File: config.mk
export PLATFORM = sky130hd
export DESIGN_NAME = seg_scan_arbiter
export DESIGN_NICKNAME = d
export VERILOG_FILES = /design/src/rtl/seg_scan_arbiter.sv
export SDC_FILE = /design/constraint.sdc
export NUM_CORES = 1
export LEC_CHECK = 0
export CORE_AREA = 8 8 85 87
export CTS_CLUSTER_SIZE = 10
export DETAILED_ROUTE_END_ITERATION = 6
export DIE_AREA = 0 0 93 95
export PLACE_DENSITY_LB_ADDON = 0.3
export SKIP_LAST_GASP = 1
export SYNTH_ARGS = -nofsm -noshare
export SYNTH_HDL_FRONTEND = slang
export SYNTH_SLANG_ARGS = --single-unit
File: constraint.sdc
create_clock -name clk -period 2.6 [get_ports clk]
set_input_delay 0.39 -clock clk [delete_from_list [all_inputs] [get_ports clk]]
set_output_delay 0.39 -clock clk [all_outputs]
set_load 0.005 [all_outputs]
File: src/rtl/seg_scan_arbiter.sv
// seg_scan_arbiter: refresh prescaler, 4-digit scan sequencer and two-source
// display arbiter. Ownership and the displayed word change only on frame
// boundaries, so a frame never mixes nibbles from two sources.
module seg_scan_arbiter #(
  parameter int DIV         = 50000,
  parameter int HOLD_FRAMES = 4
) (
  input  logic        clk,
  input  logic        reset,
  input  logic [1:0]  req,
  input  logic [15:0] data0,
  input  logic [15:0] data1,
  output logic [1:0]  grant,
  output logic [3:0]  digit,
  output logic [3:0]  anode,
  output logic        frame_done
);

  localparam int PW = (DIV > 1) ? $clog2(DIV) : 1;
  localparam int HW = $clog2(HOLD_FRAMES + 1);

  // Encoding doubles as the one-hot grant value.
  typedef enum logic [1:0] {
    IDLE = 2'b00,
    OWN0 = 2'b01,
    OWN1 = 2'b10
  } state_t;

  logic [PW-1:0] pcnt_q, pcnt_d;
  logic [1:0]    idx_q, idx_d;
  state_t        state_q, state_d;
  logic [HW-1:0] hcnt_q, hcnt_d;
  logic          last_q, last_d;
  logic [15:0]   w_q, w_d;
  logic [1:0]    grant_q, grant_d;
  logic [3:0]    digit_q, digit_d;
  logic [3:0]    anode_q, anode_d;
  logic          fd_q, fd_d;

  logic tick;
  logic boundary;
  logic hold_done;

  assign tick      = (pcnt_q == PW'(DIV - 1));
  assign boundary  = tick && (idx_q == 2'd3);
  assign hold_done = (hcnt_q >= HW'(HOLD_FRAMES));

  // Free-running prescaler and digit scan index, independent of ownership.
  always_comb begin
    pcnt_d = tick ? '0 : pcnt_q + PW'(1);
    idx_d  = tick ? idx_q + 2'd1 : idx_q;
  end

  // Arbitration, hold counting and word latch, all gated to the frame boundary.
  always_comb begin
    state_d = state_q;
    hcnt_d  = hcnt_q;
    last_d  = last_q;
    w_d     = w_q;
    if (boundary) begin
      case (state_q)
        IDLE: begin
          case (req)
            2'b01:   state_d = OWN0;
            2'b10:   state_d = OWN1;
            2'b11:   state_d = last_q ? OWN0 : OWN1;
            default: state_d = IDLE;
          endcase
        end
        OWN0: begin
          if (!req[0])                 state_d = req[1] ? OWN1 : IDLE;
          else if (req[1] && hold_done) state_d = OWN1;
        end
        OWN1: begin
          if (!req[1])                 state_d = req[0] ? OWN0 : IDLE;
          else if (req[0] && hold_done) state_d = OWN0;
        end
        default: state_d = IDLE;
      endcase

      if (state_d == IDLE)          hcnt_d = '0;
      else if (state_d != state_q)  hcnt_d = HW'(1);
      else if (!hold_done)          hcnt_d = hcnt_q + HW'(1);

      if (state_d == OWN0) begin
        w_d = data0;
        if (state_q != OWN0) last_d = 1'b0;
      end else if (state_d == OWN1) begin
        w_d = data1;
        if (state_q != OWN1) last_d = 1'b1;
      end
    end
  end

  // Registered output values: grant follows the next state, the slot follows
  // the current scan index and owner so it lags the index by one cycle.
  always_comb begin
    grant_d = {state_d == OWN1, state_d == OWN0};
    fd_d    = boundary;
    case (idx_q)
      2'd0:    begin digit_d = w_q[15:12]; anode_d = 4'b0111; end
      2'd1:    begin digit_d = w_q[11:8];  anode_d = 4'b1011; end
      2'd2:    begin digit_d = w_q[7:4];   anode_d = 4'b1101; end
      default: begin digit_d = w_q[3:0];   anode_d = 4'b1110; end
    endcase
    if (state_q == IDLE) begin
      digit_d = 4'h0;
      anode_d = 4'b1111;
    end
  end

  // All state and output registers; reset blanks the display at once.
  always_ff @(posedge clk or negedge reset) begin
    if (!reset) begin
      pcnt_q  <= '0;
      idx_q   <= 2'd0;
      state_q <= IDLE;
      hcnt_q  <= '0;
      last_q  <= 1'b1;
      w_q     <= 16'h0000;
      grant_q <= 2'b00;
      digit_q <= 4'h0;
      anode_q <= 4'b1111;
      fd_q    <= 1'b0;
    end else begin
      pcnt_q  <= pcnt_d;
      idx_q   <= idx_d;
      state_q <= state_d;
      hcnt_q  <= hcnt_d;
      last_q  <= last_d;
      w_q     <= w_d;
      grant_q <= grant_d;
      digit_q <= digit_d;
      anode_q <= anode_d;
      fd_q    <= fd_d;
    end
  end

  assign grant      = grant_q;
  assign digit      = digit_q;
  assign anode      = anode_q;
  assign frame_done = fd_q;

endmodule

==> metrics.cfg, run 1 <==
[clock_network]
numCtsBuffers = 5
clock_latency_ns = 0.30
cts_resized = 0
clock_sinks = 51
htree_levels = 2
ctsHoldBuffers = 0
root_buffer = clkbuf_8
cts_buffer_depth = 2
postCtsSetupRepairBufs = 0
cts_tree = yes
clk_pin_slew_ns = 0.09

[floorplan]
rows = 28
die_y_um = 95
num_io_pins = 47
die_width_um = 93
coreArea_um2 = 5820
start_util_pct = 44.1
die-area_um2 = 8840

[pwr]
pwr-share-comb_pct = 6.3
pwr-share-seq_pct = 60.7
switching_power_w = 0.000275
p_clk_share_pct = 32.9
p_leak_nw = 1.39
p_int_w = 0.00104
switching_share_pct = 21.0
p_per_area_nw_per_um2 = 411
irDropWorstVdd_uv = 227

[routing]
routedWlPerCell_um = 13.5
final_antenna_net_count = 0
drc = 0
drtIter0Drc = 109
vias_per_cell = 5.13
vias = 1883
routed_wl_um = 4960
drt_pre_antenna_iters = 6

[logic_synthesis]
synth-edff-count = 0
ys.flop_type = dfrtp_1
avgSynthCellArea_um2 = 10.5
ys.warnings.count = 0
syn_inst = 243
ys_ff_latch = 51
syn_nets = 289
async_flop_share_pct = 100
synth_cell_types = 43
netlist_area_um2 = 2560
ys_seq_area_share_pct = 50.0

[global_route]
grt_max_degree = 52
grt_pass1_vias = 1949
grt.total_usage_pct = 12.0
antenna_found_initial = 0
gr-total-overflow = 0
grt_pass1_wl_um = 8700

[sta]
setup_tns_ns = 0
fin_crit_sh_pct = 84.8
drv_slew = 0
post-route-min-period_ns = 2.20
final_hold_viol_count = 0
clock.fmax_mhz = 454
fin_hold_ws_ns = 0.186
rsz0062_at_grt = no
setup_viol = 0
max_slew_margin_pct = 58.0
fin_skew_ns = 0.0100
tightest_slew_ns = 0.629

[critical_path]
worst-setup-path-type = reg2reg
required_ns = 2.79
r2r_cells = 8
worst-r2r-setup-slack_ns = 0.40
cp-end-kind = register
worst_setup_path_start_kind = register
cp_max_fo = 18
cp.arrival_ns = 2.39

[worst_hold_path]
min_path_type = in2async

[final_layout]
final_cell_mix = 46 x dfrtp_1, 45 x clkdlybuf4s50_1, 34 x nand2_1
final_common_cell = dfrtp_1
drive_gt1_share_pct = 13.7
antenna_cells = 0
final_core_utilization_pct = 54.9
syn2layout_area_growth_pct = 24.5
n_fill_cell = 561
fin_nets = 337

[flow_run]
drv_cap = 0

[place]
port_buffers = 46
finalWeightedCongestion = 0.817
dp_hpwl_um = 3740

[status]
status = finished, final reports clean

==> power groups by stage <==
stage	combinational (W)	sequential, W	clock [W]
after floorplan	0.0000134	0.000811	0
after global placement	0.0000847	0.000811	0
after detailed placement	0.0000854	0.000812	0
after CTS	0.0000855	0.000796	0.000454
after global routing	0.0000931	0.000797	0.000478
final	0.0000831	0.000796	0.000432
==> synth_stat cells (2+ instances only) <==
library cell / instances / share of area, %
o21ai_0: 6 / 1.2
dfstp_2: 5 / 5.1
buf_6: 3 / 1.3
dfrtp_1: 46 / 45
nand2_2: 2 / 0.49
o22ai_1: 2 / 0.49
o21ai_2: 14 / 4.8
inv_1: 11 / 1.6
nor2b_1: 2 / 0.49
xnor2_1: 7 / 2.4
or4b_4: 2 / 1.1
nand2_1: 34 / 5.0
nand4_1: 4 / 0.98
a222oi_1: 4 / 1.6
nand3_1: 7 / 1.4
nor3_1: 3 / 0.59
a31oi_1: 3 / 0.73
nor2_1: 18 / 2.6
mux2i_1: 17 / 6.6
o211ai_1: 2 / 0.59
xor2_1: 5 / 1.7
o21ai_1: 4 / 0.78
clkbuf_1: 5 / 0.73
a21oi_1: 9 / 1.8
ha_1: 10 / 4.9
==> critical path, stage by stage (launching register included) <==
cell	delay, ns
dfrtp_1	0.49
or2_2	0.39
a2bb2oi_1	0.15
o221ai_1	0.27
inv_1	0.08
ha_1	0.25
buf_12	0.17
mux2i_1	0.21
o21ai_2	0.07
==> metrics by stage <==
step / worst slack (ns) / area, um2 / instances / power [W]
floorplan: 0.144 / 2560 / 243 / 0.000825
global placement: 0.342 / 3110 / 359 / 0.000896
detailed placement: 0.300 / 3110 / 359 / 0.000897
CTS: 0.384 / 3190 / 367 / 0.00134
global route: 0.223 / 3190 / 367 / 0.00137
finish: 0.396 / 3190 / 367 / 0.00131
==> kinds of logic after synthesis <==
kind of cell | Yosys count | share of synthesized area [%]
xor+xnor | 12 | 4.10
flops | 51 | 50.0
fa+ha+maj | 10 | 4.88
simple gates | 82 | 16.3
compound gates | 50 | 14.1
mux | 17 | 6.64
buf+inv | 21 | 4.00
==> final timing paths <==
path | from | end
min reg2reg | w_q[7]$_DFFE_PN0P_ | w_q[7]$_DFFE_PN0P_
max | state_q[1]$_DFF_PN0_ | w_q[10]$_DFFE_PN0P_
max reg2reg | state_q[1]$_DFF_PN0_ | w_q[10]$_DFFE_PN0P_
max in group asynchronous | reset | pcnt_q[11]$_DFF_PN0_
min | reset | w_q[6]$_DFFE_PN0P_
min in group clk | w_q[7]$_DFFE_PN0P_ | w_q[7]$_DFFE_PN0P_
==> registers in the layout (all words and copies together), names as in the netlist <==
register    flops
w_q            16
frame_done      1
idx_q           2
state_q         2
anode           4
pcnt_q         16
digit           4
hcnt_q          3
grant           2
last_q          1
==> final cells by class <==
cell class	instances	area, um2	share of cell area (%)
Clock buffer	7	76.3	2.39
Clock inverter	1	5.00	0.157
Inverter	12	45.0	1.41
Multi-Input combinational cell	171	1180	36.9
Sequential cell	51	1280	40.2
Tap cell	75	93.8	2.94
Timing Repair Buffer	50	510	16.0
==> layer usage <==
| layer | track usage (%) | vias up | share of wire [%] |
|---|---|---|---|
| li1 | - | 950 | - |
| met1 | 14.9 | 874 | 47 |
| met2 | 19.6 | 53 | 47 |
| met3 | 3.57 | 6 | 5.5 |
| met4 | 3.89 | 0 | 1.2 |
| met5 | 0 | - | 0 |
(Power assumes the default switching activity.)
==> run 2: changes to the inputs <==
- clock period: 2.6 -> 2.3 ns (I/O delays scaled with it)
==> metrics.cfg, run 2 (synthesized netlist as in run 1, its figures left out) <==
[status]
status = finished, final reports clean

[sta]
rsz0062_at_grt = no
tightest_slew_ns = 0.546
drv_slew = 0
fin_hold_ws_ns = 0.0169
post-route-min-period_ns = 2.07
fin_ws_ns = 0.227
fin_skew_ns = 0.00838
max_slew_margin_pct = 63.6
setup_viol = 0
clock.fmax_mhz = 482
fin_crit_sh_pct = 90.2
setup_tns_ns = 0
final_hold_viol_count = 0

[clock_network]
cts_buffer_depth = 2
clk_pin_slew_ns = 0.09
ctsHoldBuffers = 0
htree_levels = 2
clock_latency_ns = 0.30
cts_resized = 0
postCtsSetupRepairBufs = 0
numCtsBuffers = 5
cts_tree = yes
clock_sinks = 51
root_buffer = clkbuf_8

[global_route]
grt_pass1_vias = 1919
grt_pass1_wl_um = 8690
grt.total_usage_pct = 12.3
antenna_found_initial = 0
grt_max_degree = 33
gr-total-overflow = 0

[critical_path]
worst-r2r-setup-slack_ns = 0.23
cp.arrival_ns = 2.28
critPathLaunch = pcnt_q[11]$_DFF_PN0_
worst-setup-path-type = reg2reg
r2r-end = w_q[8]$_DFFE_PN0P_
cp-end-kind = register
cp_max_fo = 32
reg2reg_from = pcnt_q[11]$_DFF_PN0_
worst_setup_path_start_kind = register
r2r_cells = 6
required_ns = 2.50
crit_end = w_q[8]$_DFFE_PN0P_

[place]
dp.cells = 364
port_buffers = 46
pre_cts_slack_ns = 0.0469
dp_hpwl_um = 3960
finalWeightedCongestion = 0.794

[routing]
vias_per_cell = 5.15
vias = 1914
drtIter0Drc = 106
drc = 0
drt_pre_antenna_iters = 5
routed_wl_um = 5110
routedWlPerCell_um = 13.7
final_antenna_net_count = 0

[floorplan]
rows = 28
coreArea_um2 = 5820
die-area_um2 = 8840
die_y_um = 95
start_util_pct = 44.1
num_io_pins = 47
die_width_um = 93

[final_layout]
finalNonFillerCells = 372
fin_nets = 342
final_common_cell = dfrtp_1
final_cell_mix = 46 x dfrtp_1, 45 x clkdlybuf4s50_1, 34 x nand2_1
top_regs = pcnt_q x16, w_q x16
drive_gt1_share_pct = 15.5
antenna_cells = 0
n_fill_cell = 545
syn2layout_area_growth_pct = 28.0

[worst_hold_path]
min_path_type = in2async

[flow_run]
drv_cap = 0

[pwr]
p_per_area_nw_per_um2 = 523
irDropWorstVdd_uv = 266
p_leak_nw = 1.44

run 2: changes by cell type in the layout (fill, tap and decap cells not counted), sizes merged:
cell / change
clkinv: -1
buf: +5
bufinv: +2
clkbuf: -1
run 2: worst max-delay path, cell delays in order, from the launching register on:
cell,delay [ns]
dfrtp_1,0.44
or4b_4,0.58
nor4_2,0.41
nand2_2,0.17
buf_12,0.20
nand2_1,0.10
o21ai_2,0.05
run 2: stage by stage:
| stage | area (um2) | power [W] | util (%) |
|---|---|---|---|
| finish | 3280 | 0.00172 | 56.4 |
| global route | 3280 | 0.00179 | 56.4 |
| CTS | 3280 | 0.00174 | 56.4 |
| detailed placement | 3150 | 0.00102 | 54.1 |
| global placement | 3150 | 0.00102 | 54.1 |
| floorplan | 2570 | 0.000932 | - |
run 2: report_power, final:
group          internal, W  total [W]  leakage (nW)  switching (W)
combinational    0.0000605  0.0000967         0.710      0.0000362
clock             0.000435   0.000720        0.0654       0.000286
sequential        0.000898   0.000900         0.661     0.00000154
total              0.00139    0.00172          1.44       0.000323
run 2: worst min path at each step:
stage	end	cells past startpoint	from
finish	pcnt_q[3]$_DFF_PN0_	1	reset
global route	frame_done$_DFF_PN0_	1	reset
CTS	pcnt_q[3]$_DFF_PN0_	1	reset
detailed placement	frame_done$_DFF_PN0_	1	reset
global placement	frame_done$_DFF_PN0_	1	reset
floorplan	digit[0]$_DFF_PN0_	0	reset
run 2: area by class of cell:
type                            instances  area [um2]  share of cell area (%)
Tap cell                               75        93.8                    2.86
Clock inverter                          2        60.1                    1.83
Inverter                               12        45.0                    1.37
Clock buffer                            6        72.6                    2.21
Multi-Input combinational cell        171        1180                    35.9
Timing Repair Buffer                   55         548                    16.7
Sequential cell                        51        1280                    39.1
run 2: metal layers:
layer	wire, um	track usage (%)	vias up
li1	-	-	959
met1	2260	15.3	905
met2	2520	19.8	45
met3	225	3.10	5
met4	95	5.64	0
met5	0	0	-
==> run 3: changes to the inputs <==
- CORE_AREA: 8 8 85 87 -> 8 8 102 104
- DIE_AREA: 0 0 93 95 -> 0 0 110 112
- SLEW_MARGIN: default -> 30
- TNS_END_PERCENT: default -> 100
==> metrics.cfg, run 3 (synthesized netlist as in run 1, its figures left out) <==
[floorplan]
die_width_um = 110
coreArea_um2 = 8890
rows = 35
die-area_um2 = 12300
die_y_um = 112
start_util_pct = 28.8
num_io_pins = 47

[global_route]
grt_pass1_vias = 1922
antenna_found_initial = 0
grt.total_usage_pct = 9.30
grt_pass1_wl_um = 9290
gr-total-overflow = 0
grt_max_degree = 52

[pwr]
switching_share_pct = 20.4
pwr-share-seq_pct = 54.7
p_clk_share_pct = 39.5
p_per_area_nw_per_um2 = 497
p_leak_nw = 1.43
switching_power_w = 0.000335
irDropWorstVdd_uv = 213
pwr-share-comb_pct = 5.8
p_int_w = 0.00131

[clock_network]
root_buffer = clkbuf_8
htree_levels = 2
clk_pin_slew_ns = 0.09
ctsHoldBuffers = 0
cts_buffer_depth = 2
numCtsBuffers = 5
postCtsSetupRepairBufs = 0
clock_sinks = 51
clock_latency_ns = 0.30
cts_resized = 0
cts_tree = yes

[final_layout]
fin_nets = 342
syn2layout_area_growth_pct = 29.2
final_common_cell = dfrtp_1
final_cell_mix = 46 x dfrtp_1, 45 x clkdlybuf4s50_1, 34 x nand2_1
top_regs = pcnt_q x16, w_q x16
drive_gt1_share_pct = 15.8
n_fill_cell = 892
final_core_utilization_pct = 37.2
multi_input_area_um2 = 1180
antenna_cells = 0
ff_latch_area_um2 = 1280

[routing]
routedWlPerCell_um = 12.9
routed_wl_um = 5270
drtIter0Drc = 99
final_antenna_net_count = 0
vias_per_cell = 4.63
drt_pre_antenna_iters = 4
vias = 1887
drc = 0

[sta]
rsz0062_at_grt = no
max_slew_margin_pct = 57.1
post-route-min-period_ns = 2.06
setup_viol = 0
tightest_slew_ns = 0.643
drv_slew = 0
setup_tns_ns = 0
fin_skew_ns = 0.00414
clock.fmax_mhz = 485
fin_crit_sh_pct = 89.6
final_hold_viol_count = 0

[critical_path]
required_ns = 2.50
cp-end-kind = register
worst-setup-path-type = reg2reg
cp.arrival_ns = 2.26
cp_max_fo = 32
reg2reg_from = pcnt_q[5]$_DFF_PN0_
critPathLaunch = pcnt_q[5]$_DFF_PN0_
worst_setup_path_start_kind = register

[place]
finalWeightedCongestion = 0.800
dp_hpwl_um = 4000
port_buffers = 46

[status]
status = finished, final reports clean

[flow_run]
drv_cap = 0

[worst_hold_path]
min_path_type = in2async

run 3: worst max-delay path: stages, from the launching register on:
cell	delay, ns
dfrtp_1	0.43
or4b_4	0.59
nor4_2	0.41
nand2_2	0.17
buf_12	0.20
nand2_1	0.10
o21ai_2	0.06
run 3: layout make-up:
cell class	count	share of cell area (%)
Sequential cell	51	38.8
Tap cell	111	4.20
Clock inverter	2	1.06
Multi-Input combinational cell	171	35.6
Clock buffer	6	2.50
Inverter	12	1.36
Timing Repair Buffer	55	16.6
run 3: metrics by stage:
| stage | hold WS [ns] | std cells | power, W | cell area (um2) | setup slack, ns |
|---|---|---|---|---|---|
| CTS | 0.167 | 408 | 0.00167 | 3310 | 0.201 |
| finish | 0.138 | 408 | 0.00164 | 3310 | 0.239 |
| global placement | 0.462 | 400 | 0.00101 | 3190 | 0.0858 |
| global route | 0.176 | 408 | 0.00171 | 3310 | 0.0758 |
| detailed placement | 0.467 | 400 | 0.00102 | 3190 | 0.0803 |
| floorplan | 0.0494 | 243 | 0.000932 | 2570 | 0.0204 |
run 3: worst paths after layout:
path                       slack (ns)             endpoint  depth (start not counted)
min                              0.14  pcnt_q[7]$_DFF_PN0_                          2
min in group clk                 0.49   w_q[4]$_DFFE_PN0P_                          2
max in group asynchronous        1.73   w_q[1]$_DFFE_PN0P_                          2
max                              0.24   w_q[5]$_DFFE_PN0P_                          6
min reg2reg                      0.49   w_q[4]$_DFFE_PN0P_                          2
max reg2reg                      0.24   w_q[5]$_DFFE_PN0P_                          6
run 3: routing by layer:
metal / global-route usage [%] / up-vias / routed length (um)
li1: - / 962 / -
met2: 14.4 / 32 / 2530
met5: 0 / - / 0
met4: 4.14 / 0 / 71
met1: 12.1 / 889 / 2500
met3: 1.85 / 4 / 173
run 3: power by group through the flow:
stage | Sequential, W | Clock (W) | Combinational [W]
2_1_floorplan | 0.000917 | 0 | 0.0000152
3_3_place_gp | 0.000917 | 0 | 0.0000975
3_5_place_dp | 0.000918 | 0 | 0.0000985
4_1_cts | 0.000900 | 0.000667 | 0.0000984
5_1_grt | 0.000901 | 0.000701 | 0.000106
6_report | 0.000900 | 0.000649 | 0.0000956
